<file path="src/rtl/mod_n_updown_counter_if.sv">
// Bus bundle for the modulo-N up/down counter: control and load inputs plus
// the registered count, terminal-count and illegal-load outputs.
interface mod_n_updown_counter_if #(
    parameter int WIDTH = 4
);
    logic             enable;
    logic             load;
    logic [WIDTH-1:0] data_in;
    logic             upd;
    logic [WIDTH-1:0] count;
    logic             tc;
    logic             load_err;

    // master drives the controls, slave is the counter itself
    modport master (
        output enable, load, data_in, upd,
        input  count, tc, load_err
    );

    modport slave (
        input  enable, load, data_in, upd,
        output count, tc, load_err
    );
endinterface

</file>
<file path="src/rtl/mod_n_updown_counter.sv">
// Parametrised modulo-N up/down counter with count enable, wrap or saturate
// at the range ends, a one-cycle terminal-count pulse and illegal-load detection.
module mod_n_updown_counter #(
    parameter int WIDTH    = 4,
    parameter int MODULUS  = 12,
    parameter bit SATURATE = 1'b0
) (
    input  logic                   clock,
    input  logic                   reset,
    mod_n_updown_counter_if.slave  bus
);

    // A modulus outside 2..2**WIDTH cannot be represented, so refuse to build
    if (MODULUS < 2 || MODULUS > (1 << WIDTH)) begin : g_bad_modulus
        $fatal(1, "mod_n_updown_counter: MODULUS must satisfy 2 <= MODULUS <= 2**WIDTH");
    end

    localparam logic [WIDTH-1:0] MAX_COUNT   = WIDTH'(MODULUS - 1);
    localparam logic [WIDTH:0]   MODULUS_EXT = (WIDTH + 1)'(MODULUS);

    logic [WIDTH-1:0] count_q;
    logic [WIDTH-1:0] count_next;
    logic             tc_q;
    logic             tc_next;
    logic             load_err_q;
    logic             load_err_next;
    logic             load_legal;

    // One extra bit so MODULUS == 2**WIDTH still compares correctly
    assign load_legal = ({1'b0, bus.data_in} < MODULUS_EXT);

    always_comb begin
        count_next    = count_q;
        tc_next       = 1'b0;
        load_err_next = 1'b0;

        if (bus.load) begin
            if (load_legal) begin
                count_next = bus.data_in;
            end else begin
                load_err_next = 1'b1;
            end
        end else if (bus.enable) begin
            if (bus.upd) begin
                // Range end is tested before incrementing, so no overflow reaches count
                if (count_q == MAX_COUNT) begin
                    count_next = SATURATE ? MAX_COUNT : '0;
                    tc_next    = 1'b1;
                end else begin
                    count_next = count_q + WIDTH'(1);
                end
            end else begin
                if (count_q == '0) begin
                    count_next = SATURATE ? '0 : MAX_COUNT;
                    tc_next    = 1'b1;
                end else begin
                    count_next = count_q - WIDTH'(1);
                end
            end
        end
    end

    always_ff @(posedge clock) begin
        if (reset) begin
            count_q    <= '0;
            tc_q       <= 1'b0;
            load_err_q <= 1'b0;
        end else begin
            count_q    <= count_next;
            tc_q       <= tc_next;
            load_err_q <= load_err_next;
        end
    end

    assign bus.count    = count_q;
    assign bus.tc       = tc_q;
    assign bus.load_err = load_err_q;

endmodule

</file>
<file path="src/flat_wrapper.sv">
// flat-port wrapper written by rule: the top's interface ports become plain ports
module mod_n_updown_counter_flat 
#(
    parameter int WIDTH    = 4,
    parameter int MODULUS  = 12,
    parameter bit SATURATE = 1'b0
)
  (clock, reset, bus_enable, bus_load, bus_data_in, bus_upd, bus_count, bus_tc, bus_load_err);
  mod_n_updown_counter_if #(.WIDTH(WIDTH)) bus_i ();
  input  logic clock;
  input  logic reset;
  input wire logic [$bits(bus_i.enable)-1:0] bus_enable;
  input wire logic [$bits(bus_i.load)-1:0] bus_load;
  input wire logic [$bits(bus_i.data_in)-1:0] bus_data_in;
  input wire logic [$bits(bus_i.upd)-1:0] bus_upd;
  output wire logic [$bits(bus_i.count)-1:0] bus_count;
  output wire logic [$bits(bus_i.tc)-1:0] bus_tc;
  output wire logic [$bits(bus_i.load_err)-1:0] bus_load_err;
  assign bus_i.enable = bus_enable;
  assign bus_i.load = bus_load;
  assign bus_i.data_in = bus_data_in;
  assign bus_i.upd = bus_upd;
  assign bus_count = bus_i.count;
  assign bus_tc = bus_i.tc;
  assign bus_load_err = bus_i.load_err;
  mod_n_updown_counter #(.WIDTH(WIDTH), .MODULUS(MODULUS), .SATURATE(SATURATE)) u_core (.clock(clock), .reset(reset), .bus(bus_i));
endmodule
</file>
<file path="config.mk">
export PLATFORM = sky130hd
export DESIGN_NAME = mod_n_updown_counter_flat
export DESIGN_NICKNAME = d
export VERILOG_FILES = /design/src/rtl/mod_n_updown_counter_if.sv /design/src/rtl/mod_n_updown_counter.sv /design/src/flat_wrapper.sv
export SDC_FILE = /design/constraint.sdc
export NUM_CORES = 1
export LEC_CHECK = 0
export ABC_CLOCK_PERIOD_IN_PS = 1800
export BUFFER_PORTS_ARGS = -buffer_cell sky130_fd_sc_hd__buf_2
export CORE_AREA = 5 5 42 44
export CTS_BUF_LIST = sky130_fd_sc_hd__clkbuf_4 sky130_fd_sc_hd__clkbuf_8 sky130_fd_sc_hd__clkbuf_16
export DETAILED_ROUTE_END_ITERATION = 10
export DIE_AREA = 0 0 47 49
export MAX_ROUTING_LAYER = met4
export PLACE_DENSITY_LB_ADDON = 0.3
export SETUP_SLACK_MARGIN = 0.02
export SYNTH_ARGS = -nofsm -noshare
export SYNTH_HDL_FRONTEND = slang
export SYNTH_SLANG_ARGS = --single-unit
</file>
<file path="constraint.sdc">
create_clock -name clock -period 1.8 [get_ports clock]
set_input_delay 0 -clock clock [delete_from_list [all_inputs] [get_ports clock]]
set_output_delay 0 -clock clock [all_outputs]
set_load 0.01 [all_outputs]
</file>
==> results of run 1 <==
-- cell usage after synthesis, types with 2 or more instances --
cell      count
a21oi_1       9
a31oi_1       4
buf_2         2
dfxtp_1       6
ha_1          2
inv_1         5
nand2_1       2
nand2b_1      2
nand3_1       2
nor2_1        6
o21ai_1       3
-- state kept, by name (all words and copies together) (netlist names) --
| name | count |
|---|---|
| u_core.bus.count | 4 |
| u_core.bus.load_err | 1 |
| u_core.bus.tc | 1 |
-- critical path, stage by stage (launching register included) --
cell     delay [ps]
dfxtp_1         470
inv_1            80
ha_1            240
or3b_1          180
a21oi_1          70
o32ai_1         280
a21oi_1          90
-- worst max path at each step --
| stage | from | end | slack (ps) | depth (start not counted) |
|---|---|---|---|---|
| 2_1_floorplan | u_core.bus.count[0]$_SDFFE_PP0P_ | u_core.bus.count[0]$_SDFFE_PP0P_ | 360 | 6 |
| 3_3_place_gp | u_core.bus.count[0]$_SDFFE_PP0P_ | u_core.bus.count[0]$_SDFFE_PP0P_ | 360 | 6 |
| 3_5_place_dp | u_core.bus.count[0]$_SDFFE_PP0P_ | u_core.bus.count[0]$_SDFFE_PP0P_ | 260 | 6 |
| 4_1_cts | u_core.bus.count[0]$_SDFFE_PP0P_ | u_core.bus.count[0]$_SDFFE_PP0P_ | 260 | 6 |
| 5_1_grt | u_core.bus.count[0]$_SDFFE_PP0P_ | u_core.bus.count[0]$_SDFFE_PP0P_ | 170 | 6 |
| 6_report | u_core.bus.count[0]$_SDFFE_PP0P_ | u_core.bus.count[0]$_SDFFE_PP0P_ | 280 | 6 |
-- metrics by stage --
step / utilization (%) / hold slack, ps / power [mW] / instance area, um^2
after global placement: 36.9 / 247 / 0.264 / 517
after global routing: 39.2 / 23.8 / 0.428 / 549
after floorplan: - / 69.1 / 0.232 / 444
final: 39.2 / 33.5 / 0.394 / 549
after CTS: 39.2 / 27.7 / 0.399 / 549
after detailed placement: 36.9 / 256 / 0.266 / 517
-- power by group through the flow --
stage | logic, mW | clock network [mW] | registers (mW)
finish | 0.105 | 0.130 | 0.160
global placement | 0.102 | 0 | 0.162
detailed placement | 0.103 | 0 | 0.162
floorplan | 0.0721 | 0 | 0.160
CTS | 0.106 | 0.134 | 0.160
global route | 0.117 | 0.149 | 0.162
-- cell families after synthesis --
kind of cell               after synthesis  synth area share [%]
muxes                                    1                  2.25
buffers and inverters                    8                  8.17
and+or+nand+nor                         18                  23.4
xor gates and xnor gates                 1                  1.97
adders and majority gates                2                  5.63
AOI/OAI and AO/OA                       23                  31.5
DFF                                      6                  27.0
-- layout make-up --
type / instances / area (um^2) / share of cell area (%)
clock buffer: 3 / 22.5 / 4.10
inverter: 5 / 18.8 / 3.42
multi-input combinational: 45 / 288 / 52.4
sequential: 6 / 120 / 21.9
tap: 16 / 20.0 / 3.64
timing repair buffer: 15 / 80.1 / 14.6
-- cells in the final DEF (no fill, tap or decap), drive strengths merged, types with 2 or more instances in the layout --
| master | instances |
|---|---|
| clkbuf | 3 |
| buf | 14 |
| nand3 | 2 |
| inv | 5 |
| a21oi | 10 |
| dfxtp | 6 |
| nand2 | 2 |
| a31oi | 4 |
| o21ai | 4 |
| nand2b | 2 |
| nor2 | 6 |
| ha | 2 |
-- metal layers --
metal / wire [um] / vias up / global-route usage [%]
li1: - / 249 / -
met4: 11 / 0 / 8.29
met1: 503 / 212 / 13.8
met5: 0 / - / -
met3: 60 / 2 / 3.32
met2: 497 / 12 / 14.5
-- timing repair --
| action | in CTS | in global routing |
|---|---|---|
| setup endpoints to repair | 0 | 0 |
| hold buffers | 1 | 0 |
| hold endpoints to repair | 2 | 0 |
==> run metrics, run 1 <==
status finished, final reports clean; Cell Area, Synth 444 um^2; CP Data Required Time 1930 ps; Synth area leaders dfxtp_1, a21oi_1, a31oi_1; DIE AREA 2300 um^2; Fmax 656 MHz; detailed-route DRC error count 0; synthesized flop and latch total 6; Rel. slew slack 75.1%; Post-synth EDFFs 0; die height 49 um; post-DR vias/cell 5.28; max-slew violation count 0; Routed WL 1070 um; Post-Syn Instances 59; RSZ-0062 raised after global routing no; initial core utilization 31.7%; Worst Path Max Fanout 9; clock skew 4.42 ps; sequential share of power 40.5%; worst vdd ir 0.246 mV; Fillers 165; final setup fails 0; Syn. warnings 0; async set-reset flop share out of synthesis 0%; Fin Setup TNS 0 ps; Switching Power 126 uW; worst reg2reg setup slack 280 ps; critical path data arrival time 1660 ps; WHS Path Cells 3; Distinct cells, synth 27; H-tree Lvls 1; DRT iter0 DRCs 8; CTS sink count 6; Layout Nets 87; post-route setup slack 276 ps; total CTS buffers 3; clk slew on worst S/H paths 50 ps; fin crit share 84.7%; final hold violations 0; global-route wire length before repair 1790 um; Vias 475; Avg Inst Size Synth 7.53 um^2; CTS max path bufs 2; top cell type by total area after synthesis dfxtp_1; post-CTS setup buffers 0; Row Count 14; share of cells above drive strength 1 25.7%; Routed Antenna Nets 0; Root Driver clkbuf_4; area grow syn2layout 23.7%; Antenna diodes 0; dpl hpwl 811 um; Crit Path Class reg2reg; Internal Power 268 uW; max-cap viol count 0; I/O pin count 15; RD Place Congestion 0.716; grt total ovfl 0; PwrDens 717 nW/um^2; Clk Latency, worst-skew pair 250 ps; CP startpoint kind register; area fraction of the dominant cell type after synthesis 27.0%; Clock power frac 32.9%; Sw Share 32.0%; number of port buffers 14; cts repair resizes 0; DP Cell Count 86; number of global-route vias before repair 419; CTS tree done; Post-synth top flop dfxtp_1; Core ar. 1400 um^2; non-filler cells, final 90; Syn Nets 70; All-Layer GR Usage 11.1%; Worst Hold Launch bus_data_in[2]; Worst-Margin Slew 373 ps; initial antenna violation count 0; sequential-to-total area share from yosys stat 27.0%; 1st-pass router iterations 4; Comb pwr share 26.6%; Worst R2R Start u_core.bus.count[0]$_SDFFE_PP0P_; CP Capture Type register; hold path endpoint u_core.bus.load_err$_SDFF_PP0_; average wire per cell in the routed design 11.9 um; Final min period 1520 ps; r2r worst-path depth 6; Leakage 0.250 nW; Setup WS pre-CTS 264 ps; Die W 47 um; worst hold-check path type in2reg; r2r endpoint u_core.bus.count[0]$_SDFFE_PP0P_; largest net degree at the start of global routing 13
(Power assumes the default switching activity.)
==> inputs of run 2 (changes only) <==
ABC_AREA = 1   (was unset)
ABC_CLOCK_PERIOD_IN_PS = 1400   (was 1800)
clock period = 1.4 ns   (was 1.8 ns; I/O delays follow)
==> run metrics, run 2 <==
r2r endpoint u_core.bus.count[2]$_SDFFE_PP0P_; Crit Path Class reg2reg; Cell Area, Synth 439 um^2; r2r worst-path depth 9; Core ar. 1400 um^2; CTS max path bufs 2; Syn Nets 76; peak per-stage delay on the critical path 340 ps; DRT met1 WL 434 um; worst hold-check path type in2reg; Die W 47 um; fin crit share 88.0%; average wire per cell in the routed design 10.6 um; CTS sink count 6; multiplexer share of the synthesized area 0%; die height 49 um; 1st-pass router iterations 2; global-route wire length before repair 1850 um; Fin Setup TNS 0 ps; largest family of logic cells by synthesized area simple AND/OR/NAND/NOR gates; routed wl met2 576 um; most common cell after layout, fill and taps aside buf_2; area fraction of the dominant cell type after synthesis 27.4%; top layer reached by signal wires met3; initial core utilization 31.3%; Rel. slew slack 79.1%; clk slew on worst S/H paths 50 ps; Clock power frac 30.3%; CP Data Required Time 1540 ps; Post-synth top flop dfxtp_1; Routed Antenna Nets 0; Final Cell Area 578 um^2; Layout Nets 98; dpl hpwl 911 um; Syn. warnings 0; Synth area leaders dfxtp_1, nand2_1, a21oi_1; Post-Syn Instances 65; Comb pwr share 31.1%; RD Place Congestion 0.843; Avg Inst Size Synth 6.76 um^2; largest net degree at the start of global routing 9; clock skew 5.46 ps; max reg flops 4; Vias 487; sequential-to-total area share from yosys stat 27.4%; Leakage 0.308 nW; All-Layer GR Usage 11.6%; CP Capture Type register; max-slew violation count 0; Worst Path Max Fanout 4; Final min period 1230 ps; Worst Hold Launch bus_enable; DP Cell Count 97; I/O pin count 15; hold path endpoint u_core.bus.tc$_SDFF_PP0_; post-DR vias/cell 4.82; Worst-Margin Slew 313 ps; CTS tree done; top cell type by total area after synthesis dfxtp_1; synthesized flop and latch total 6; Routed WL 1070 um; RSZ-0062 raised after global routing no; sequential share of power 38.6%; H-tree Lvls 1; top-count cell post-synth nand2_1; worst vdd ir 0.626 mV; non-filler cells, final 101; DRT iter0 DRCs 4; final setup fails 0; Post-Synth Adder-Cell Area 5.70%; Clk Latency, worst-skew pair 240 ps; Distinct cells, synth 20; grt total ovfl 0; Synth Area in XOR/XNOR 5.98%; Worst R2R Start u_core.bus.count[1]$_SDFFE_PP0P_; share of cells above drive strength 1 36.5%; detailed-route DRC error count 0; CP max stage cell dfxtp_2; CP startpoint kind register; Root Driver clkbuf_4; number of port buffers 14; total CTS buffers 3; DIE AREA 2300 um^2; critical path data arrival time 1370 ps; number of global-route vias before repair 472; WHS Path Cells 3; final hold violations 0; commonest non-fill, non-tap cells in the layout buf_2, nand2_1, inv_1; Sw Share 32.2%; placed cell area 541 um^2; Simple-Gate Fraction of Synth Area 32.2%; Internal Power 355 uW; routed length on met3 55 um; initial antenna violation count 0; Synth top cells by count nand2_1, inv_1, a21oi_1, dfxtp_1, nor2_1; area grow syn2layout 31.6%; status finished, final reports clean; complex-gate fraction of the synthesized area 16.8%; worst reg2reg setup slack 170 ps; Post-synth EDFFs 0; Switching Power 169 uW; PwrDens 906 nW/um^2; Row Count 14; crit-path cells inv_1 -> ha_2 -> nand2_1 -> nor2_1 -> nor2_1 -> nand2_1 -> nand3_1 -> o211ai_1 -> inv_1; async set-reset flop share out of synthesis 0%; Antenna diodes 0; max-cap viol count 0; Fmax 811 MHz
## run 2: area by class of cell
cell class	count	area [um^2]
Inverter	11	41.3
Tap cell	16	20.0
Timing Repair Buffer	18	103
Clock buffer	3	22.5
Sequential cell	6	123
Fill cell	161	823
Multi-Input combinational cell	47	269
## run 2: metal layers
layer,vias up,track usage (%)
met1,222,11.6
li1,253,-
met2,12,18.8
met5,-,-
met4,0,2.76
met3,0,6.64
## run 2: logic make-up after synthesis
kind of cell,count (synthesis)
xor+xnor,3
flops,6
simple gates,30
fa+ha+maj,2
buf+inv,12
compound gates,12
## run 2: how the worst max path moves through the flow
stage | endpoint | slack [ps] | startpoint
5_1_grt | u_core.bus.count[2]$_SDFFE_PP0P_ | 20 | u_core.bus.count[1]$_SDFFE_PP0P_
6_report | u_core.bus.count[2]$_SDFFE_PP0P_ | 170 | u_core.bus.count[1]$_SDFFE_PP0P_
2_1_floorplan | u_core.bus.count[2]$_SDFFE_PP0P_ | 110 | u_core.bus.count[0]$_SDFFE_PP0P_
3_3_place_gp | u_core.bus.count[0]$_SDFFE_PP0P_ | 110 | u_core.bus.count[1]$_SDFFE_PP0P_
3_5_place_dp | u_core.bus.count[2]$_SDFFE_PP0P_ | 70 | u_core.bus.count[0]$_SDFFE_PP0P_
4_1_cts | u_core.bus.count[2]$_SDFFE_PP0P_ | 60 | u_core.bus.count[0]$_SDFFE_PP0P_
## run 2: metrics by stage
step                      hold slack (ps)  utilization, %  worst slack, ps  power (mW)
after CTS                            32.4            40.9             55.9       0.531
after global routing                 19.4            41.3             20.3       0.575
after floorplan                      69.1               -              107       0.307
after global placement                245            38.6              107       0.363
after detailed placement              243            38.6             69.8       0.365
final                                32.8            41.3              168       0.524
## run 2: critical path: cells and delay by family, from the launching register on
family | cells | cell delay, ps
and+or+nand+nor | 5 | 360
adders and majority gates | 1 | 210
DFF | 1 | 340
AOI/OAI and AO/OA | 1 | 80
buffers and inverters | 2 | 150
## run 2: power by group through the flow
stage	sequential (mW)	combinational [mW]	clock, mW
finish	0.202	0.163	0.159
global route	0.204	0.183	0.188
global placement	0.205	0.158	0
detailed placement	0.205	0.160	0
floorplan	0.207	0.100	0
CTS	0.202	0.163	0.167
## run 2: what timing repair did
action	in CTS	in global routing
hold buffers	1	0
buffers inserted	0	0
endpoints found under the hold margin	2	0
endpoints found under the setup margin	0	3
gates resized for setup	0	3
==> inputs of run 3 (changes only) <==
ABC_AREA = unset   (was 1)
==> run metrics, run 3 (synthesized netlist as in run 1, its figures left out) <==
status finished, final reports clean; number of port buffers 14; DIE AREA 2300 um^2; detailed-route DRC error count 0; Worst R2R Start u_core.bus.count[1]$_SDFFE_PP0P_; Worst Path Max Fanout 5; critical path data arrival time 1470 ps; I/O pin count 15; DRT iter0 DRCs 10; Worst-Margin Slew 302 ps; max-cap viol count 0; initial core utilization 31.7%; met2 Use GR 15.4%; clk slew on worst S/H paths 50 ps; post-DR vias/cell 5.29; share of cells above drive strength 1 36.4%; clock skew 7.09 ps; number of global-route vias before repair 436; area of the multi-input gates 313 um^2; average wire per cell in the routed design 12.1 um; Layout Nets 90; placed cell area 541 um^2; met3 Resource Use GR 4.43%; Final min period 1290 ps; GR peak layer met2; M1 GR Usage 14.1%; H-tree Lvls 1; FF/Latch Area 123 um^2; Fillers 149; RD Place Congestion 0.730; peak per-stage delay on the critical path 340 ps; fin crit share 92.2%; CP startpoint kind register; CP Capture Type register; total power 525 uW; Clk Latency, worst-skew pair 250 ps; CP Capture Point u_core.bus.count[0]$_SDFFE_PP0P_; Crit Path Class reg2reg; grt total ovfl 0; most used cell, CP a21oi_1; post-CTS setup buffers 0; CP max stage cell or3b_1; CTS sink count 6; max-slew violation count 0; largest net degree at the start of global routing 13; CTS tree done; Rel. slew slack 79.8%; worst reg2reg setup slack 110 ps; CTS max path bufs 2; Core ar. 1400 um^2; area grow syn2layout 34.9%; r2r endpoint u_core.bus.count[0]$_SDFFE_PP0P_; All-Layer GR Usage 11.1%; global-route wire length before repair 1840 um; Fmax 775 MHz; most common cell after layout, fill and taps aside buf_2; Final Cell Area 599 um^2; non-filler cells, final 93; Vias 492; commonest non-fill, non-tap cells in the layout buf_2, a21oi_1, nor2_1; die height 49 um; 1st-pass router iterations 5; r2r worst-path depth 6; Root Driver clkbuf_4; PwrDens 875 nW/um^2; Row Count 14; final setup fails 0; initial antenna violation count 0; Die W 47 um; max reg flops 4; Leakage 0.265 nW; Critical path origin u_core.bus.count[1]$_SDFFE_PP0P_; crit-path cells inv_2 -> ha_4 -> or3b_1 -> a21oi_1 -> o32ai_1 -> a21oi_1; dpl hpwl 830 um; RSZ-0062 raised after global routing yes; Routed WL 1120 um; worst hold-check path type in2reg; Fin Setup TNS 0 ps; Antenna diodes 0; worst vdd ir 0.721 mV; CP Data Required Time 1580 ps; Routed Antenna Nets 0; DP Cell Count 89; total CTS buffers 3; final hold violations 0
[run 3: power breakdown]
group          internal [mW]  switching, mW
combinational         0.0810         0.0853
clock                 0.0969         0.0617
sequential             0.184         0.0151
total                  0.362          0.162
[run 3: worst min path at each step]
stage	start	to	slack (ps)	cells after the start
6_report	bus_data_in[2]	u_core.bus.load_err$_SDFF_PP0_	30	3
5_1_grt	bus_data_in[2]	u_core.bus.load_err$_SDFF_PP0_	30	3
4_1_cts	bus_data_in[2]	u_core.bus.load_err$_SDFF_PP0_	20	3
3_5_place_dp	reset	u_core.bus.count[0]$_SDFFE_PP0P_	250	2
3_3_place_gp	reset	u_core.bus.count[0]$_SDFFE_PP0P_	240	2
2_1_floorplan	reset	u_core.bus.count[0]$_SDFFE_PP0P_	60	1
[run 3: metrics by stage]
step	setup WS [ps]	util, %	hold slack (ps)
after floorplan	23.5	-	61.7
after global placement	75.5	38.6	242
after detailed placement	52.4	38.6	253
after CTS	34.8	40.9	22.5
after global routing	17.9	42.8	26.6
final	109	42.8	29.7
[run 3: routing by layer]
metal,vias to the layer above,routed length [um]
li1,251,-
met1,216,466
met2,23,533
met3,2,113
met4,0,6
met5,-,0
[run 3: area by class of cell]
class / count / area share (%)
Clock buffer: 3 / 3.76
Inverter: 5 / 3.13
Multi-Input combinational cell: 45 / 52.2
Sequential cell: 6 / 20.5
Tap cell: 16 / 3.34
Timing Repair Buffer: 18 / 17.1
[run 3: timing repair]
action                     4_1_cts  5_1_grt
gates resized for setup          0        7
setup endpoints to repair        0        4
hold buffers                     1        0
hold endpoints to repair         2        0
[run 3: worst max-delay path: cells and delay by family, from the launching register on]
family | cells | cell delay [ps]
flip-flops | 1 | 330
adder cells (fa/ha/maj) | 1 | 130
AO/OA/AOI/OAI | 3 | 350
AND/OR/NAND/NOR | 1 | 340
buffers and inverters | 1 | 60
